File: src/rtl/mult_pack_fifo_if.sv
// -----------------------------------------------------------------------------
// mult_pack_fifo_if
// Bundles the nibble input stream, the byte output handshake and the status
// outputs of mult_pack_fifo. The clock and reset stay plain module ports.
//
// Handshake: out_valid is high whenever the FIFO holds a byte; a byte is
// consumed on a rising edge where out_valid && out_ready are both high.
// out_ready while out_valid is low has no effect.
//
// Signals:
//   en         sample strobe (one cycle wide)
//   multiply   4-bit nibble, valid when en=1
//   out_ready  consumer accepts the head byte this cycle
//   out_valid  FIFO non-empty
//   out_byte   head byte, 8'h00 when empty
//   out_parity stored even parity of head entry (0 when empty / not built)
//   count      number of stored entries
//   overflow   sticky: a completed byte was dropped
//   fsm_hi     debug view of the assembly FSM (1 = waiting for high nibble)
// Modports: master (stimulus / upstream+downstream side), slave (the FIFO).
// -----------------------------------------------------------------------------
interface mult_pack_fifo_if #(
   parameter int DEPTH = 4
);
   localparam int CW = $clog2(DEPTH) + 1;

   logic          en;
   logic [3:0]    multiply;
   logic          out_ready;
   logic          out_valid;
   logic [7:0]    out_byte;
   logic          out_parity;
   logic [CW-1:0] count;
   logic          overflow;
   logic          fsm_hi;

   modport master (
      output en, multiply, out_ready,
      input  out_valid, out_byte, out_parity, count, overflow, fsm_hi
   );

   modport slave (
      input  en, multiply, out_ready,
      output out_valid, out_byte, out_parity, count, overflow, fsm_hi
   );
endinterface

File: src/rtl/mult_pack_fifo.sv
// -----------------------------------------------------------------------------
// mult_pack_fifo
// Samples one 4-bit multiply nibble per en pulse, packs nibble pairs into bytes
// (low nibble first) and stores completed bytes in a DEPTH-entry FIFO drained
// through a valid/ready handshake. A byte completed while the FIFO is full and
// not being popped is dropped and sets the sticky overflow flag.
//
// Ports:
//   fast_clk  sole clock, rising edge
//   rst       synchronous active-high reset
//   bus       mult_pack_fifo_if.slave (en, multiply, out_ready in;
//             out_valid, out_byte, out_parity, count, overflow, fsm_hi out)
//
// Configuration macro: MULT_PACK_PARITY_EN
//   defined   -> 9-bit entries holding byte plus even parity; out_parity
//                shows the head entry's stored parity
//   undefined -> 8-bit entries, out_parity tied to 0
// -----------------------------------------------------------------------------
module mult_pack_fifo #(
   parameter int DEPTH = 4
) (
   input  logic           fast_clk,
   input  logic           rst,
   mult_pack_fifo_if.slave bus
);
   localparam int PW = $clog2(DEPTH);
   localparam int CW = PW + 1;
`ifdef MULT_PACK_PARITY_EN
   localparam int EW = 9;
`else
   localparam int EW = 8;
`endif

   typedef enum logic {LO = 1'b0, HI = 1'b1} state_t;

   state_t        state;
   logic [3:0]    lo_nib;
   logic [PW-1:0] wr_ptr;
   logic [PW-1:0] rd_ptr;
   logic [CW-1:0] count;
   logic          overflow;
   logic [EW-1:0] mem [DEPTH];

   logic [7:0]    push_byte;
   logic [EW-1:0] push_entry;
   logic [EW-1:0] head;
   logic          push_req;
   logic          push_ok;
   logic          pop;
   logic          empty;
   logic          full;

   always_comb begin
      push_byte  = {bus.multiply, lo_nib};
      push_req   = bus.en && (state == HI);
      empty      = (count == '0);
      full       = (count == CW'(DEPTH));
      pop        = !empty && bus.out_ready;
      // A pop in the same cycle frees the slot, so a push at full is kept.
      push_ok    = push_req && (!full || pop);
`ifdef MULT_PACK_PARITY_EN
      push_entry = {^push_byte, push_byte};
`else
      push_entry = push_byte;
`endif
   end

   // Assembly FSM, pointers, occupancy and sticky overflow.
   always_ff @(posedge fast_clk) begin
      if (rst) begin
         state    <= LO;
         lo_nib   <= 4'h0;
         wr_ptr   <= '0;
         rd_ptr   <= '0;
         count    <= '0;
         overflow <= 1'b0;
      end else begin
         if (bus.en) begin
            case (state)
               LO: begin
                  lo_nib <= bus.multiply;
                  state  <= HI;
               end
               HI: state <= LO;
               default: state <= LO;
            endcase
         end
         if (push_ok) wr_ptr <= wr_ptr + PW'(1);
         if (pop)     rd_ptr <= rd_ptr + PW'(1);
         if (push_ok && !pop)      count <= count + CW'(1);
         else if (pop && !push_ok) count <= count - CW'(1);
         if (push_req && !push_ok) overflow <= 1'b1;
      end
   end

   // Storage needs no reset: entries are only visible while count covers them.
   always_ff @(posedge fast_clk) begin
      if (!rst && push_ok) mem[wr_ptr] <= push_entry;
   end

   assign head          = mem[rd_ptr];
   assign bus.out_valid = !empty;
   assign bus.out_byte  = empty ? 8'h00 : head[7:0];
`ifdef MULT_PACK_PARITY_EN
   assign bus.out_parity = empty ? 1'b0 : head[8];
`else
   assign bus.out_parity = 1'b0;
`endif
   assign bus.count     = count;
   assign bus.overflow  = overflow;
   assign bus.fsm_hi    = (state == HI);
endmodule

File: src/flat_wrapper.sv
// flat-port wrapper written by rule: the top's interface ports become plain ports
module mult_pack_fifo_flat 
#(
   parameter int DEPTH = 4
)
  (fast_clk, rst, bus_en, bus_multiply, bus_out_ready, bus_out_valid, bus_out_byte, bus_out_parity, bus_count, bus_overflow, bus_fsm_hi);
  mult_pack_fifo_if #(.DEPTH(DEPTH)) bus_i ();
  input  logic fast_clk;
  input  logic rst;
  input wire logic [$bits(bus_i.en)-1:0] bus_en;
  input wire logic [$bits(bus_i.multiply)-1:0] bus_multiply;
  input wire logic [$bits(bus_i.out_ready)-1:0] bus_out_ready;
  output wire logic [$bits(bus_i.out_valid)-1:0] bus_out_valid;
  output wire logic [$bits(bus_i.out_byte)-1:0] bus_out_byte;
  output wire logic [$bits(bus_i.out_parity)-1:0] bus_out_parity;
  output wire logic [$bits(bus_i.count)-1:0] bus_count;
  output wire logic [$bits(bus_i.overflow)-1:0] bus_overflow;
  output wire logic [$bits(bus_i.fsm_hi)-1:0] bus_fsm_hi;
  assign bus_i.en = bus_en;
  assign bus_i.multiply = bus_multiply;
  assign bus_i.out_ready = bus_out_ready;
  assign bus_out_valid = bus_i.out_valid;
  assign bus_out_byte = bus_i.out_byte;
  assign bus_out_parity = bus_i.out_parity;
  assign bus_count = bus_i.count;
  assign bus_overflow = bus_i.overflow;
  assign bus_fsm_hi = bus_i.fsm_hi;
  mult_pack_fifo #(.DEPTH(DEPTH)) u_core (.fast_clk(fast_clk), .rst(rst), .bus(bus_i));
endmodule
File: config.mk
export PLATFORM = sky130hd
export DESIGN_NAME = mult_pack_fifo_flat
export DESIGN_NICKNAME = d
export VERILOG_FILES = /design/src/rtl/mult_pack_fifo_if.sv /design/src/rtl/mult_pack_fifo.sv /design/src/flat_wrapper.sv
export SDC_FILE = /design/constraint.sdc
export NUM_CORES = 1
export LEC_CHECK = 0
export ABC_CLOCK_PERIOD_IN_PS = 1900
export BUFFER_PORTS_ARGS = -buffer_cell sky130_fd_sc_hd__buf_2
export CAP_MARGIN = 20
export CORE_ASPECT_RATIO = 0.6
export CORE_MARGIN = 3
export CORE_UTILIZATION = 51
export DETAILED_ROUTE_END_ITERATION = 8
export PLACE_DENSITY = 0.8
export SYNTH_ARGS = -nofsm -noshare
export SYNTH_HDL_FRONTEND = slang
export SYNTH_SLANG_ARGS = --single-unit
export TNS_END_PERCENT = 5
File: constraint.sdc
create_clock -name fast_clk -period 1.9 [get_ports fast_clk]
set_input_delay 0.475 -clock fast_clk [delete_from_list [all_inputs] [get_ports fast_clk]]
set_output_delay 0.475 -clock fast_clk [all_outputs]
set_load 0.02 [all_outputs]
Yosys cells after proc, flatten, opt, wreduce, memory -nomap -nowiden

Memory sizes are Yosys's and may differ from the RTL's. A register that Yosys moved wholly into a read port is not among the register bits.
Index checks and enable logic that the tools add are counted.

Register bits after elaboration: 13
Latch bits: 0
RAM bits: 32
Bits in read-only memories: 0
Input bits: 8
Output and inout port bits: 15
Logic and storage cells: 37
Memories kept: 1

Memory list:

| memory     | words | width | rd ports | clocked after memory_dff | wr ports | RTL line             | text |
|---|---|---|---|---|---|---|---|
| u_core.mem | 4     | 8     | 1        | 1                        | 1        | mult_pack_fifo.sv:42 | `logic [EW-1:0] mem [DEPTH];` |

Add/sub/neg operators: 4
Multipliers: 0
Div/mod/pow operators: 0
$lt $le $gt $ge: 0
Equal/unequal tests: 1
Shift-type cells: 0
Muxes and demuxes: 8
Bitwise logic cells: 1
Reduce and logical (&&, ||, !) cells: 16

Operators by type and width:

| operator            | count |
|---|---|
| $mux 8              | 1 |
| $logic_and 1x1->1   | 7 |
| $mux 3              | 2 |
| $logic_not 1->1     | 5 |
| $add 2x1->2 const B | 2 |
| $mux 2              | 2 |
| $add 3x1->3 const B | 1 |
| $eq 3x3->1 const B  | 1 |
| $logic_not 3->1     | 1 |
| $sub 3x1->3 const B | 1 |
| $mux 1              | 2 |
| $pmux 1 s2          | 1 |
| $reduce_and 2->1    | 1 |
| $reduce_bool 2->1   | 1 |
| $logic_or 1x1->1    | 1 |
| $not 1->1           | 1 |

Longest topological paths before layout

Word-level depth: 9
Mapped depth: 8
Gate-level depth less buffers: 8

Least setup slack after synthesis

Ideal clock, no wire load.

Path kind: register to register
Start: register u_core.count[0] (netlist: u_core.bus.count[0])
End: register u_core.count[2] (netlist: u_core.bus.count[2])
Setup time: 70 ps
Arrival time: 2042 ps
Required time: 1830 ps
Slack: -212 ps
Stages on the path, launching flop included: 9
Path buffers: 0
Clock period less this slack: 2112 ps
Cell sequence: dfxtp_1 nor4b_4 nor2_2 ha_1 inv_1 fa_1 xor2_1 or3_1 a21oi_1

Longest elaborated chain between the ends: 8
Elaborated cells on any way between the ends: 16
Those cells by class: add/sub: 2; eq/ne: 1; mux: 2; reduce/logical: 11

Ends and longest elaborated chain:

| what                                                                | RTL line             | text |
|---|---|---|
| from (decl)                                                         | mult_pack_fifo.sv:40 | `logic [CW-1:0] count;` |
| from (signal assigned)                                              | mult_pack_fifo.sv:90 | `if (push_ok && !pop) count <= count + CW'(1);` |
| from (signal assigned)                                              | mult_pack_fifo.sv:91 | `else if (pop && !push_ok) count <= count - CW'(1);` |
| parallel branches: the longest is 8 deep, another holds $sub 3x1->3 | --                   |  |

Parallel ways; which one is timed is not known. The select of a mux whose other input is x is not followed.
A chain may end at the register's enable or synchronous reset.

==> metrics.cfg <==
[logic_synthesis]
ys.warnings.count = 0
synth_cell_types = 28
synth-simple-area-share_pct = 10.37
post_synth_mux_area_share_pct = 13.30
yosys.area_share.adder_pct = 4.302
synth.top_cell.area_share_pct = 50.07
yosysSeqAreaShare_pct = 65.71
syn-cell-area_um2 = 1919
netlist.top_cell.by_area = sky130_fd_sc_hd__edfxtp_1
synth-edff-count = 32
yosys.area_share.xor_xnor_pct = 1.825
synth.most_common_cell = sky130_fd_sc_hd__edfxtp_1
synth_compound_gate_area_share_pct = 1.760
syn-instance-count = 125
ys_seq_elements = 47
synth.top_cells.by_area = sky130_fd_sc_hd__edfxtp_1 50%, sky130_fd_sc_hd__dfxtp_1 16%, sky130_fd_sc_hd__mux4_2 9.4%, sky130_fd_sc_hd__ha_1 3.3%, sky130_fd_sc_hd__mux2i_1 3.1%
postSynth.asyncResetShare_pct = 0
synth_common_cells = 32 x sky130_fd_sc_hd__edfxtp_1, 15 x sky130_fd_sc_hd__dfxtp_1, 12 x sky130_fd_sc_hd__nor2_1
combinational_family_with_the_most_area_after_synthesis = multiplexers
synth-main-ff-cell = sky130_fd_sc_hd__edfxtp_1
synth.avg_cell_area_um2 = 15.35
syn_nets = 139

[global_route]
initial_antenna_violation_count = 0
largest_net_degree_at_the_start_of_global_routing = 17
grt_pass1_vias = 1175
global_route.overflow_total = 0
grt_first_pass_wirelength_um = 6030
grtUsageTotal_pct = 18.71

[worst_setup_path]
worst-r2r-setup-slack_ps = -40
r2r.worst_path.cells = 7
required_time_worst_endpoint_ps = 1420
r2r-start = u_core.bus.count[1]
arrival_ps = 1560
setup.worst_path.class = flip-flop to primary output
crit-reg2reg-capture = u_core.bus.count[2]
critPathMaxFanout = 8
cp-start-kind = flip-flop
critPathCaptureType = primary output

[power_and_ir_drop]
netSwitchingPower_mw = 1.084
leakagePower_nw = 0.9493
cellInternalPower_mw = 2.291
seq_power_share_pct = 38.1
cellPowerDensity_nw_per_um2 = 1358
power.share.switching_pct = 32.13
total_power_mw = 3.375
clkPwrFrac_pct = 23.4
power.combinational.fraction_pct = 38.5
peakVddDrop_mv = 0.8092

[worst_hold_path]
worstHoldStart = bus_multiply[1]
hold-path-cell-count = 1
hold_path_class = primary input to flip-flop
holdPathEnd = u_core.mem[3][5]

[finish]
fillers = 217
final-instance-count-excl-fill = 211
fin_nets = 179
drive_above_1_share_pct = 43.98
postLayoutCoreUtil_pct = 72.59
antenna_cell_count = 0
flow.area_growth_from_synthesis_pct = 29.47

[place]
dp_hpwl_um = 2622
placement.io_buffers = 21
placed_instances = 203
gp_routability_congestion = 0.7616

[clocking]
worstSkewPairLatency_ps = 300
cts_h_tree_depth = 2
clock_path_buffers = 2
post_cts.repair.setup_buffers = 0
clkSlewWorstSetupHoldPaths_ps = 80
cts_made_buffers = 5
cts_hold_buf = 0
post_cts_resize_count = 8
numClockSinks = 47
clock-root-buffer = sky130_fd_sc_hd__clkbuf_8
tritoncts = done

[timing]
fin_ws_ps = -132.2
fmax_mhz = 492.1
finalCriticalPeriod_ps = 2032
grt_setup_unrepaired = true
report.final.slew_viol_count = 0
finClkSkew_ps = 2.312
final-hold-violation-count = 0
report.final.setup_viol = 9
timing.final.crit_share_pct = 107.0

[drt]
route.detailed.drc = 0
num_vias = 1125
vias_per_cell = 5.332
first_iter_violations = 75
routedWlPerCell_um = 17.31
first_pass_iters = 4
routed_wl_um = 3652
drtAntennaViolNets = 0

[floorplanning]
initial_core_util_pct = 56.07
io_pins = 23
dieArea_um2 = 4560
fp.dieH_um = 53.52
rows = 16
die_w_um = 85.20
core_um2 = 3423

[status]
violated_checks = negative setup slack
status = finished with violations

[job]
timing.max_cap.violations = 0

routing by layer:
layer | up-vias | global-route usage [%] | routed length [um]
met1 | 559 | 22.67 | 1542
li1 | 525 | - | -
met2 | 30 | 31.31 | 1885
met5 | - | 0 | 0
met3 | 11 | 5.288 | 153
met4 | 0 | 9.737 | 70
worst max-delay path by stage:
stage	start	to	slack [ps]	cells after the start
after global placement	bus_out_ready	u_core.bus.count[2]	-90	9
after CTS	flip-flop	bus_out_byte[1]	-160	4
after detailed placement	bus_out_ready	u_core.bus.count[2]	-180	9
after global routing	flip-flop	bus_out_byte[1]	-190	4
after floorplan	u_core.bus.count[1]	u_core.bus.count[2]	-4	7
final	flip-flop	bus_out_byte[1]	-130	4
flip-flops by register name, indices dropped and copies added (netlist names), named ones only:
| register | cells |
|---|---|
| u_core.bus.count | 3 |
| u_core.bus.fsm_hi | 1 |
| u_core.bus.overflow | 1 |
| u_core.lo_nib | 4 |
| u_core.mem | 32 |
| u_core.rd_ptr | 2 |
| u_core.wr_ptr | 2 |
cell families after synthesis:
| group | after synthesis |
|---|---|
| buffers and inverters | 11 |
| AND/OR/NAND/NOR | 35 |
| XOR/XNOR | 4 |
| adder cells (fa/ha/maj) | 6 |
| flip-flops | 47 |
| other | 1 |
| multiplexers | 15 |
| AO/OA/AOI/OAI | 6 |
critical path, cell delays in order, from the launching register on:
cell and delay [ps]:
sky130_fd_sc_hd__dfxtp_2 340, sky130_fd_sc_hd__buf_12 130, sky130_fd_sc_hd__mux4_2 490, sky130_fd_sc_hd__nor2b_1 140, sky130_fd_sc_hd__buf_2 150
power groups by stage:
| stage | clock network [mW] | registers (mW) | logic, mW |
|---|---|---|---|
| after CTS | 0.797 | 1.28 | 1.20 |
| after floorplan | 0 | 1.33 | 0.670 |
| final | 0.789 | 1.29 | 1.30 |
| after global placement | 0 | 1.29 | 1.09 |
| after detailed placement | 0 | 1.30 | 1.11 |
| after global routing | 0.844 | 1.30 | 1.39 |
cells in the final DEF (no fill, tap or decap), types with 2 or more instances in the layout:
cell type / count
sky130_fd_sc_hd__mux4_2: 8
sky130_fd_sc_hd__clkbuf_8: 5
sky130_fd_sc_hd__edfxtp_1: 32
sky130_fd_sc_hd__nand2b_1: 2
sky130_fd_sc_hd__buf_6: 5
sky130_fd_sc_hd__nor2b_1: 5
sky130_fd_sc_hd__o21ai_0: 2
sky130_fd_sc_hd__xor2_1: 3
sky130_fd_sc_hd__dfxtp_4: 2
sky130_fd_sc_hd__ha_1: 4
sky130_fd_sc_hd__dfxtp_1: 10
sky130_fd_sc_hd__nor2b_4: 3
sky130_fd_sc_hd__inv_1: 3
sky130_fd_sc_hd__dfxtp_2: 3
sky130_fd_sc_hd__buf_12: 4
sky130_fd_sc_hd__buf_2: 17
sky130_fd_sc_hd__a21oi_1: 2
sky130_fd_sc_hd__buf_4: 14
sky130_fd_sc_hd__nor2_1: 12
sky130_fd_sc_hd__mux2i_1: 6
sky130_fd_sc_hd__and2_1: 4
sky130_fd_sc_hd__or3_1: 2
layout make-up:
| type | count | area, um2 | area share (%) |
|---|---|---|---|
| multi-input cells | 67 | 686.9 | 27.64 |
| well taps | 45 | 56.30 | 2.266 |
| clock buffers | 7 | 97.59 | 3.927 |
| repair buffers | 40 | 326.6 | 13.14 |
| inverters | 4 | 15.01 | 0.6042 |
| clock inverters | 1 | 30.03 | 1.208 |
| flip-flops and latches | 47 | 1272 | 51.21 |
per-stage QoR:
stage	TNS, ps	setup WS, ps	hold WS, ps	area, um2
4_1_cts	-1215	-155.9	402.1	2447
3_3_place_gp	-93.24	-93.24	446.2	2291
6_report	-1013	-132.2	412.3	2485
3_5_place_dp	-248.4	-182.5	486.9	2291
5_1_grt	-1649	-192.4	393.0	2485
2_1_floorplan	-3.711	-3.711	459.1	1971
No activity file was read; power rests on OpenSTA's default activity.
